**src/rtl/wb_sdr_pkg.sv**
```systemverilog
// Shared types and constants for the Wishbone-to-SDRAM-controller bridge.
package wb_sdr_pkg;

    typedef enum logic [2:0] {
        IDLE  = 3'd0,
        REQ   = 3'd1,
        WDATA = 3'd2,
        RDATA = 3'd3,
        ACK   = 3'd4
    } wb_sdr_state_e;

    localparam logic [2:0] CTI_CLASSIC = 3'b000;
    localparam logic [2:0] CTI_INCR    = 3'b010;
    localparam logic [2:0] CTI_EOB     = 3'b111;

endpackage

```
**src/rtl/wb_sdr_wdog.sv**
```systemverilog
// Transfer watchdog: counts while enabled and flags the cycle in which the
// count sits at TIMEOUT-1; clearing reloads zero.
module wb_sdr_wdog #(
    parameter int TIMEOUT = 1024
) (
    input  logic i_clk,
    input  logic i_rst,
    input  logic i_clr,
    input  logic i_en,
    output logic o_expired
);

    localparam int CW = $clog2(TIMEOUT) + 1;

    logic [CW-1:0] r_cnt;

    always_ff @(posedge i_clk) begin
        if (i_rst || i_clr) begin
            r_cnt <= '0;
        end else if (i_en) begin
            r_cnt <= r_cnt + 1'b1;
        end
    end

    // Count advances every enabled cycle, so this is high for one cycle only.
    assign o_expired = i_en && (r_cnt == CW'(TIMEOUT - 1));

endmodule

```
**src/rtl/wb_sdr_bridge.sv**
```systemverilog
// Wishbone classic slave that turns each single-beat cycle into a one-word
// request on the SDRAM controller application interface.
module wb_sdr_bridge
    import wb_sdr_pkg::*;
#(
    parameter int ADDR_W  = 26,
    parameter int DATA_W  = 32,
    parameter int TIMEOUT = 1024
) (
    input  logic                  wb_clk_i,
    input  logic                  wb_rst_i,
    input  logic                  wb_cyc_i,
    input  logic                  wb_stb_i,
    input  logic                  wb_we_i,
    input  logic [ADDR_W-1:0]     wb_addr_i,
    input  logic [DATA_W-1:0]     wb_dat_i,
    input  logic [DATA_W/8-1:0]   wb_sel_i,
    input  logic [2:0]            wb_cti_i,
    output logic [DATA_W-1:0]     wb_dat_o,
    output logic                  wb_ack_o,
    output logic                  wb_err_o,
    output logic                  app_req_o,
    output logic [ADDR_W-3:0]     app_req_addr_o,
    output logic [7:0]            app_req_len_o,
    output logic                  app_req_wr_n_o,
    input  logic                  app_req_ack_i,
    output logic [DATA_W-1:0]     app_wr_data_o,
    output logic [DATA_W/8-1:0]   app_wr_en_n_o,
    input  logic                  app_wr_next_i,
    input  logic [DATA_W-1:0]     app_rd_data_i,
    input  logic                  app_rd_valid_i
);

    localparam int SEL_W = DATA_W / 8;

    wb_sdr_state_e r_state, w_state_nxt;

    logic              r_req, r_ack, r_err, r_wr_n, r_abort;
    logic [ADDR_W-3:0] r_addr;
    logic [DATA_W-1:0] r_wdata, r_rdata;
    logic [SEL_W-1:0]  r_en_n;

    logic w_req_nxt, w_ack_nxt, w_err_nxt, w_abort_nxt;
    logic w_accept, w_rd_cap, w_busy, w_wdog_clr, w_expired;
    logic w_unused;

    // Every cycle type is serviced as an independent single beat.
    assign w_unused   = ^{wb_cti_i, wb_addr_i[1:0]};
    assign w_busy     = (r_state == REQ) || (r_state == WDATA) || (r_state == RDATA);
    assign w_wdog_clr = (r_state == IDLE);

    wb_sdr_wdog #(
        .TIMEOUT (TIMEOUT)
    ) u_wdog (
        .i_clk     (wb_clk_i),
        .i_rst     (wb_rst_i),
        .i_clr     (w_wdog_clr),
        .i_en      (w_busy),
        .o_expired (w_expired)
    );

    always_ff @(posedge wb_clk_i) begin
        if (wb_rst_i) begin
            r_state <= IDLE;
        end else begin
            r_state <= w_state_nxt;
        end
    end

    always_comb begin
        w_state_nxt = r_state;
        w_req_nxt   = r_req;
        w_ack_nxt   = 1'b0;
        w_err_nxt   = 1'b0;
        w_abort_nxt = r_abort;
        w_accept    = 1'b0;
        w_rd_cap    = 1'b0;
        case (r_state)
            IDLE: begin
                if (wb_cyc_i && wb_stb_i) begin
                    w_accept    = 1'b1;
                    w_req_nxt   = 1'b1;
                    w_abort_nxt = 1'b0;
                    w_state_nxt = REQ;
                end
            end
            REQ: begin
                if (w_expired) begin
                    w_req_nxt   = 1'b0;
                    w_err_nxt   = wb_cyc_i;
                    w_state_nxt = IDLE;
                end else if (app_req_ack_i) begin
                    // Once accepted downstream the transfer must run to completion.
                    w_req_nxt   = 1'b0;
                    w_abort_nxt = !wb_cyc_i;
                    w_state_nxt = r_wr_n ? RDATA : WDATA;
                end else if (!wb_cyc_i) begin
                    w_req_nxt   = 1'b0;
                    w_state_nxt = IDLE;
                end
            end
            WDATA, RDATA: begin
                if (w_expired) begin
                    w_err_nxt   = wb_cyc_i && !r_abort;
                    w_state_nxt = IDLE;
                end else begin
                    if (!wb_cyc_i) w_abort_nxt = 1'b1;
                    if ((r_state == WDATA) ? app_wr_next_i : app_rd_valid_i) begin
                        w_rd_cap    = (r_state == RDATA);
                        w_state_nxt = (r_abort || !wb_cyc_i) ? IDLE : ACK;
                    end
                end
            end
            ACK: begin
                w_ack_nxt   = 1'b1;
                w_state_nxt = IDLE;
            end
            default: w_state_nxt = IDLE;
        endcase
    end

    always_ff @(posedge wb_clk_i) begin
        if (wb_rst_i) begin
            r_req   <= 1'b0;
            r_ack   <= 1'b0;
            r_err   <= 1'b0;
            r_abort <= 1'b0;
            r_wr_n  <= 1'b1;
            r_addr  <= '0;
            r_wdata <= '0;
            r_en_n  <= '1;
            r_rdata <= '0;
        end else begin
            r_req   <= w_req_nxt;
            r_ack   <= w_ack_nxt;
            r_err   <= w_err_nxt;
            r_abort <= w_abort_nxt;
            if (w_accept) begin
                r_wr_n  <= !wb_we_i;
                r_addr  <= wb_addr_i[ADDR_W-1:2];
                r_wdata <= wb_dat_i;
                r_en_n  <= ~wb_sel_i;
            end
            if (w_rd_cap) r_rdata <= app_rd_data_i;
        end
    end

    assign app_req_o      = r_req;
    assign app_req_addr_o = r_addr;
    assign app_req_len_o  = 8'd1;
    assign app_req_wr_n_o = r_wr_n;
    assign app_wr_data_o  = r_wdata;
    assign app_wr_en_n_o  = r_en_n;
    assign wb_dat_o       = r_rdata;
    assign wb_ack_o       = r_ack;
    assign wb_err_o       = r_err;

endmodule

```
**config.mk**
```make
export PLATFORM = sky130hd
export DESIGN_NAME = wb_sdr_bridge
export DESIGN_NICKNAME = d
export VERILOG_FILES = /design/src/rtl/wb_sdr_pkg.sv /design/src/rtl/wb_sdr_wdog.sv /design/src/rtl/wb_sdr_bridge.sv
export SDC_FILE = /design/constraint.sdc
export NUM_CORES = 1
export LEC_CHECK = 0
export CAP_MARGIN = 20
export CORE_AREA = 2 2 113 104
export CTS_BUF_LIST = sky130_fd_sc_hd__clkbuf_8
export CTS_CLUSTER_DIAMETER = 40
export DETAILED_ROUTE_END_ITERATION = 10
export DIE_AREA = 0 0 115 106
export MAX_ROUTING_LAYER = met4
export PLACE_DENSITY = 0.82
export SLEW_MARGIN = 30
export SYNTH_ARGS = -nofsm -noshare
export SYNTH_HDL_FRONTEND = slang
export SYNTH_SLANG_ARGS = --single-unit
```
**constraint.sdc**
```tcl
create_clock -name wb_clk_i -period 2.26 [get_ports wb_clk_i]
set_input_delay 0.226 -clock wb_clk_i [delete_from_list [all_inputs] [get_ports wb_clk_i]]
set_output_delay 0.226 -clock wb_clk_i [all_outputs]
set_load 0.02 [all_outputs]
```
==> metrics, run 1 <==
run status=completed; worst skew pair latency=360 ps; filler instances=roughly 970; hold buffers post-CTS=0; top cell type's share of synthesized area=51.08%; Post-CTS Resized=0; Worst Setup Start Kind=flip-flop; Seq/Total Area, Yosys=51.08%; Die Ht=roughly 110 um; worst hold slack=261.5 ps; Worst setup EP type=flip-flop; crit path max fanout=32; largest family of logic cells by synthesized area=simple AND/OR/NAND/NOR gates; Critical Path RT=2480 ps; clock tree buffer depth=2; Clk pwr share=28.6%; clk sinks=about 110; Pint=about 2.8 mW; GRT Residual Overflow=0; Async S/R FF share, synth=0%; Post-Synth Simple-Gate Area=22.43%; top cells by count, synth=184 x nand2_1, 111 x dfxtp_1, 64 x a21oi_1, 33 x mux2i_1, 20 x clkbuf_1; Top FF cell, synth=dfxtp_1; RSZ-0062 raised after global routing=false; Final Wtd Congestion=roughly 0.8; CP Class=reg2reg; Worst Setup SP=r_state[2]$_SDFFE_PP0P_; Worst Tran Pin Value=718.4 ps; All-Layer GR Usage=about a fifth; initial antenna violation count=0; Synth Area in Compound Gates=11.30%; R2R setup slack=320 ps; root buffer cell=clkbuf_8; Syn Area/Cell=8.415 um^2; DRT Pass-1 Iters=4; final slew viol count=0; #FFs+latches synth=about 110; drt drc=0; Setup-failing EPs final=0; 1st-iter DRT viols=roughly 260; # port buffers=195; Post-Synth XOR/XNOR Area=0.8053%; PwrDens=573.9 nW/um^2; Worst Hold Launch=wb_rst_i; synth warn=0; EDFF count, synth=0; Worst-path clk slew=100 ps; Pleak=2.318 nW; Max-slew headroom=51.78%; nets=between 800 and 900; MaxCap Viol Count=0; Adder-Cell Fraction of Synth Area=0.2876%; synth unique cells=46; Antenna diodes=0; IO Count=around 210; Worst VDD drop=between 400 and 500 uV; postcts setup bufs=0; post-layout min period=1942 ps; most frequent cell after synthesis=nand2_1; WL final=11,640 um; Worst Reg-to-Reg Cells=5; switching share of power=25.93%; skew final=9.368 ps; largest net degree at the start of global routing=67; NetSw=between 0.9 and 1 mW; first-pass GRT wire length=18,710 um; Area contributors post-synth=dfxtp_1 51%, nand2_1 16%, mux2i_1 7.6%, a21oi_1 7.4%, clkbuf_1 1.7%; die area=approximately 12,000 um^2; DP HPWL=8658 um; arrival time worst endpoint=2160 ps; Worst Hold Class=in2reg; Core Region=about 11,000 um^2; final period utilization=85.94%; CP endpoint=wb_dat_o[1]$_SDFFE_PP0P_; FMAX=514.9 MHz; row cnt=37; Die X=115 um; cell area after synthesis=4350 um^2; Starting Density=39.16%; Hold Vio Cnt, Final=0; H-Tree Depth=3; Critical R2R Launch=r_state[2]$_SDFFE_PP0P_; Routed Antenna Nets=0; Total Neg Setup Slack=0 ps; vias in the first global route=3,958; Area Overhead vs Synth=49.96%; Synth Instances=517; routed vias/inst=roughly 4.8; vias=4,059; largest area contributor in the netlist=dfxtp_1; CTS tree=done; part of the power in registers=54.9%; mux cell area share after synthesis=slightly below 8%; Comb power frac=16.4%; layout cells sized above 1=4.830%; Avg WL per Cell=between 10 and 15 um; CTS buffer count=9; reg2reg end=wb_dat_o[1]$_SDFFE_PP0P_
[metrics by stage]
stage / total power [mW] / std cells / cell area [um^2] / util [%] / setup WS, ps
after CTS: 3.798 / 840 / 6524 / 58.72 / 334.1
final: 3.744 / 840 / 6524 / 58.72 / 317.8
after global placement: 2.702 / 824 / 6349 / 57.14 / 343.9
after detailed placement: 2.719 / 824 / 6349 / 57.14 / 337.9
after floorplan: 2.375 / 523 / 4373 / - / 487.7
after global routing: 3.913 / 840 / 6524 / 58.72 / 183.5
[cell type report]
type,count,area (um^2),area share (%)
Multi-Input combinational cell,368,1899,29.11
Clock inverter,6,37.54,0.5754
Tap cell,136,170.2,2.608
Timing Repair Buffer,207,2049,31.42
Clock buffer,10,137.6,2.110
Inverter,2,7.507,0.1151
Sequential cell,111,2222,34.06
[worst max-delay path, stage by stage, from the launching register on]
cell and delay, ps:
dfxtp_1 440, nand2b_1 250, or3_1 380, o211a_1 240, buf_4 290, mux2i_1 180
[flip-flops by register name, summed over array words and instances (netlist names)]
register	cells
app_req_addr_o	24
app_req_o	1
app_req_wr_n_o	1
app_wr_data_o	32
app_wr_en_n_o	4
r_abort	1
r_state	3
u_wdog.r_cnt	11
wb_ack_o	1
wb_dat_o	32
wb_err_o	1
[cells by family after synthesis]
| kind of cell | count (synthesis) |
|---|---|
| DFF | 111 |
| adders and majority gates | 1 |
| other | 2 |
| buffers and inverters | 44 |
| AOI/OAI and AO/OA | 88 |
| muxes | 34 |
| and+or+nand+nor | 233 |
| xor gates and xnor gates | 4 |
[layout by cell type, fill, tap and decap left out, types with 2 or more instances in the layout]
| cell | Yosys | routed |
|---|---|---|
| xnor2_1 | 2 | 2 |
| nand2b_1 | 4 | 4 |
| buf_4 | 8 | 11 |
| conb_1 | 2 | 8 |
| inv_1 | 1 | 3 |
| or2_2 | 2 | 2 |
| nand3_1 | 5 | 4 |
| clkbuf_8 | 0 | 10 |
| o211ai_1 | 6 | 6 |
| xor2_1 | 2 | 2 |
| nand3b_1 | 2 | 2 |
| nor3b_1 | 3 | 3 |
| or3_1 | 5 | 5 |
| and2_1 | 4 | 4 |
| nor2b_1 | 4 | 4 |
| clkdlybuf4s50_1 | 0 | 194 |
| nand2_1 | 184 | 184 |
| o21ai_0 | 7 | 7 |
| mux2i_1 | 33 | 33 |
| a21oi_1 | 64 | 64 |
| nor2_1 | 11 | 10 |
| dfxtp_1 | 111 | 111 |
| nor4_1 | 2 | 2 |
| nand4_1 | 2 | 2 |
[worst min path at each step]
| stage | to | slack (ps) | cells after the start |
|---|---|---|---|
| 2_1_floorplan | app_req_wr_n_o$_SDFFE_PP1P_ | 360 | 1 |
| 3_3_place_gp | wb_dat_o[13]$_SDFFE_PP0P_ | 440 | 2 |
| 3_5_place_dp | wb_dat_o[30]$_SDFFE_PP0P_ | 450 | 2 |
| 4_1_cts | r_abort$_SDFFE_PP0P_ | 230 | 3 |
| 5_1_grt | r_abort$_SDFFE_PP0P_ | 260 | 3 |
| 6_report | r_abort$_SDFFE_PP0P_ | 260 | 3 |
[layer usage]
layer / global-route usage [%] / part of all wire [%]
met1: 22.61 / 43
met2: 33.40 / 51
met3: 4.105 / 5.0
met4: 4.905 / 1.5
met5: - / 0
[power by group through the flow]
stage | Clock (mW) | Combinational [mW] | Sequential (mW)
after detailed placement | 0 | 0.617 | 2.10
after CTS | 1.12 | 0.620 | 2.06
final | 1.07 | 0.616 | 2.06
after floorplan | 0 | 0.204 | 2.17
after global placement | 0 | 0.604 | 2.10
after global routing | 1.18 | 0.665 | 2.06
(Power assumes the default switching activity.)
==> run 2, diff against run 1 <==
--- a/config.mk
+++ b/config.mk
@@ -6,11 +6,11 @@
 export NUM_CORES = 1
 export LEC_CHECK = 0
 export CAP_MARGIN = 20
-export CORE_AREA = 2 2 113 104
+export CORE_AREA = 3 3 114 105
 export CTS_BUF_LIST = sky130_fd_sc_hd__clkbuf_8
 export CTS_CLUSTER_DIAMETER = 40
 export DETAILED_ROUTE_END_ITERATION = 10
-export DIE_AREA = 0 0 115 106
+export DIE_AREA = 0 0 117 108
 export MAX_ROUTING_LAYER = met4
 export PLACE_DENSITY = 0.82
 export SLEW_MARGIN = 30
==> metrics, run 2 (same netlist as run 1, synthesis figures left out) <==
run status=completed (unchanged); Setup-failing EPs final=0 (unchanged); vias in the first global route=3,929 (was 3,958); Core Region=10,810 um^2 (was 11,110 um^2); FMAX=506.7 MHz (was 514.9 MHz); Avg WL per Cell=14.43 um (was 13.86 um); WL met1=4961 um (was 4988 um); IO Count=209 (unchanged); Worst VDD drop=563.0 uV (was 478.0 uV); clk sinks=111 (unchanged); All-Layer GR Usage=19.14% (was 19.23%); postcts setup bufs=0 (unchanged); Worst-path clk slew=100 ps (about the same); Critical Path RT=2510 ps (was 2480 ps); drt drc=0 (unchanged); worst skew pair latency=380 ps (was 360 ps); Finished Cell Area=6554 um^2 (was 6524 um^2); Top Layer Used=met4 (unchanged); Hold Vio Cnt, Final=0 (unchanged); first-pass GRT wire length=18,600 um (was 18,710 um); Final Wtd Congestion=0.7913 (was 0.7945); Max-slew headroom=50.66% (was 51.78%); CTS tree=done (unchanged); Power, Total=4.050 mW (was 3.744 mW); DRT Pass-1 Iters=5 (was 4); routed vias/inst=4.905 (was 4.832); MaxCap Viol Count=0 (unchanged); row cnt=36 (was 37); CTS buffer count=9 (unchanged); nets=800 (was 805); initial antenna violation count=0 (unchanged); Post-CTS Resized=0 (unchanged); Pleak=2.317 nW (was 2.318 nW); layout cells sized above 1=4.298% (was 4.830%); vias=4,076 (was 4,059); CP peak stage delay=560 ps (was 440 ps); commonest non-fill, non-tap cell in the layout=clkdlybuf4s50_1 (unchanged); 1st-iter DRT viols=245 (was 257); CP Cell Sequence=nor2_2 > or3_1 > o211a_1 > buf_4 > mux2i_1 (was nand2b_1 > or3_1 > o211a_1 > buf_4 > mux2i_1); worst hold slack=254.6 ps (was 261.5 ps); GRT Residual Overflow=0 (unchanged); largest net degree at the start of global routing=67 (unchanged); crit path max fanout=32 (unchanged); die area=12,640 um^2 (was 12,190 um^2); met2 wire len=6009 um (was 5906 um); Die Ht=108 um (was 106 um); root buffer cell=clkbuf_8 (unchanged); Final Util=60.62% (was 58.72%); Slowest cell on crit path=dfxtp_1 (unchanged); Total Neg Setup Slack=0 ps (unchanged); final slew viol count=0 (unchanged); hold buffers post-CTS=0 (unchanged); Top delay family on crit path=flip-flops (was simple AND/OR/NAND/NOR gates); H-Tree Depth=3 (unchanged); arrival time worst endpoint=2220 ps (was 2160 ps); Routed Antenna Nets=0 (unchanged); Worst Hold Class=in2reg (unchanged); Die X=117 um (was 115 um); clock tree buffer depth=2 (unchanged); post-layout min period=1973 ps (was 1942 ps); Worst setup EP type=flip-flop (unchanged); most frequent cells in the layout=194 x clkdlybuf4s50_1, 184 x nand2_1, 111 x dfxtp_1 (unchanged); final period utilization=87.32% (was 85.94%); Worst Tran Pin Value=735.2 ps (was 718.4 ps); CP Buf/Inv Count=1 (unchanged); skew final=4.204 ps (was 9.368 ps); WL final=11,990 um (was 11,640 um); DP HPWL=8590 um (was 8658 um); Area Overhead vs Synth=50.65% (was 49.96%); Starting Density=40.24% (was 39.16%); PwrDens=618.0 nW/um^2 (was 573.9 nW/um^2); Worst Setup Start Kind=flip-flop (unchanged); CP Class=reg2reg (unchanged); Met3 Wirelength=735 um (was 577 um); RSZ-0062 raised after global routing=false (unchanged); Placed Area=6320 um^2 (was 6349 um^2); # port buffers=195 (unchanged); Antenna diodes=0 (unchanged)
run 2: cell types whose count changed in the layout (fill, tap and decap cells not counted):
cell / previous run / this run
inv_6: 1 / 0
bufinv_16: 0 / 3
buf_4: 11 / 5
clkbuf_8: 10 / 9
clkinv_4: 1 / 0
buf_12: 1 / 2
inv_1: 3 / 1
clkinvlp_4: 1 / 2
run 2: cell type report:
class	instances	area, um^2
sequential	111	2222
fill	944	4257
clock inverter	6	110.1
timing repair buffer	202	2024
tap	133	166.4
multi-input combinational	368	1899
clock buffer	9	123.9
inverter	2	7.507
run 2: worst reg2reg max path, delay by kind of cell, from the launching register on:
kind | cells | cell delay (ps)
multiplexers | 1 | 200
flip-flops | 1 | 560
AO/OA/AOI/OAI | 1 | 240
buffers and inverters | 1 | 300
AND/OR/NAND/NOR | 2 | 540
run 2: final timing paths:
path                                                     start                              to  slack (ps)  depth (start not counted)
worst max-delay path                   r_state[0]$_SDFFE_PP0P_       wb_dat_o[12]$_SDFFE_PP0P_         290                          5
worst min-delay path                                  wb_rst_i            r_abort$_SDFFE_PP0P_         250                          3
worst max register to register         r_state[0]$_SDFFE_PP0P_       wb_dat_o[12]$_SDFFE_PP0P_         290                          5
worst min register to register  app_req_addr_o[4]$_SDFFE_PP0P_  app_req_addr_o[4]$_SDFFE_PP0P_         460                          2
run 2: power by group:
| part | internal (mW) | total, mW | switching (mW) |
|---|---|---|---|
| Clock | 0.727 | 1.38 | 0.657 |
| Combinational | 0.320 | 0.608 | 0.288 |
| Sequential | 2.02 | 2.06 | 0.0376 |
| Total | 3.07 | 4.05 | 0.983 |
run 2: metrics by stage:
| stage | worst slack [ps] | std cells |
|---|---|---|
| 6_report | 286.6 | 831 |
| 3_5_place_dp | 310.9 | 816 |
| 3_3_place_gp | 376.4 | 816 |
| 5_1_grt | 156.5 | 831 |
| 4_1_cts | 295.7 | 831 |
| 2_1_floorplan | 487.7 | 523 |
run 2: per-layer routing:
layer | GRT usage (%) | vias up
met4 | 7.207 | 0
li1 | - | 2037
met1 | 22.31 | 1866
met2 | 31.48 | 148
met3 | 5.204 | 25
met5 | - | -
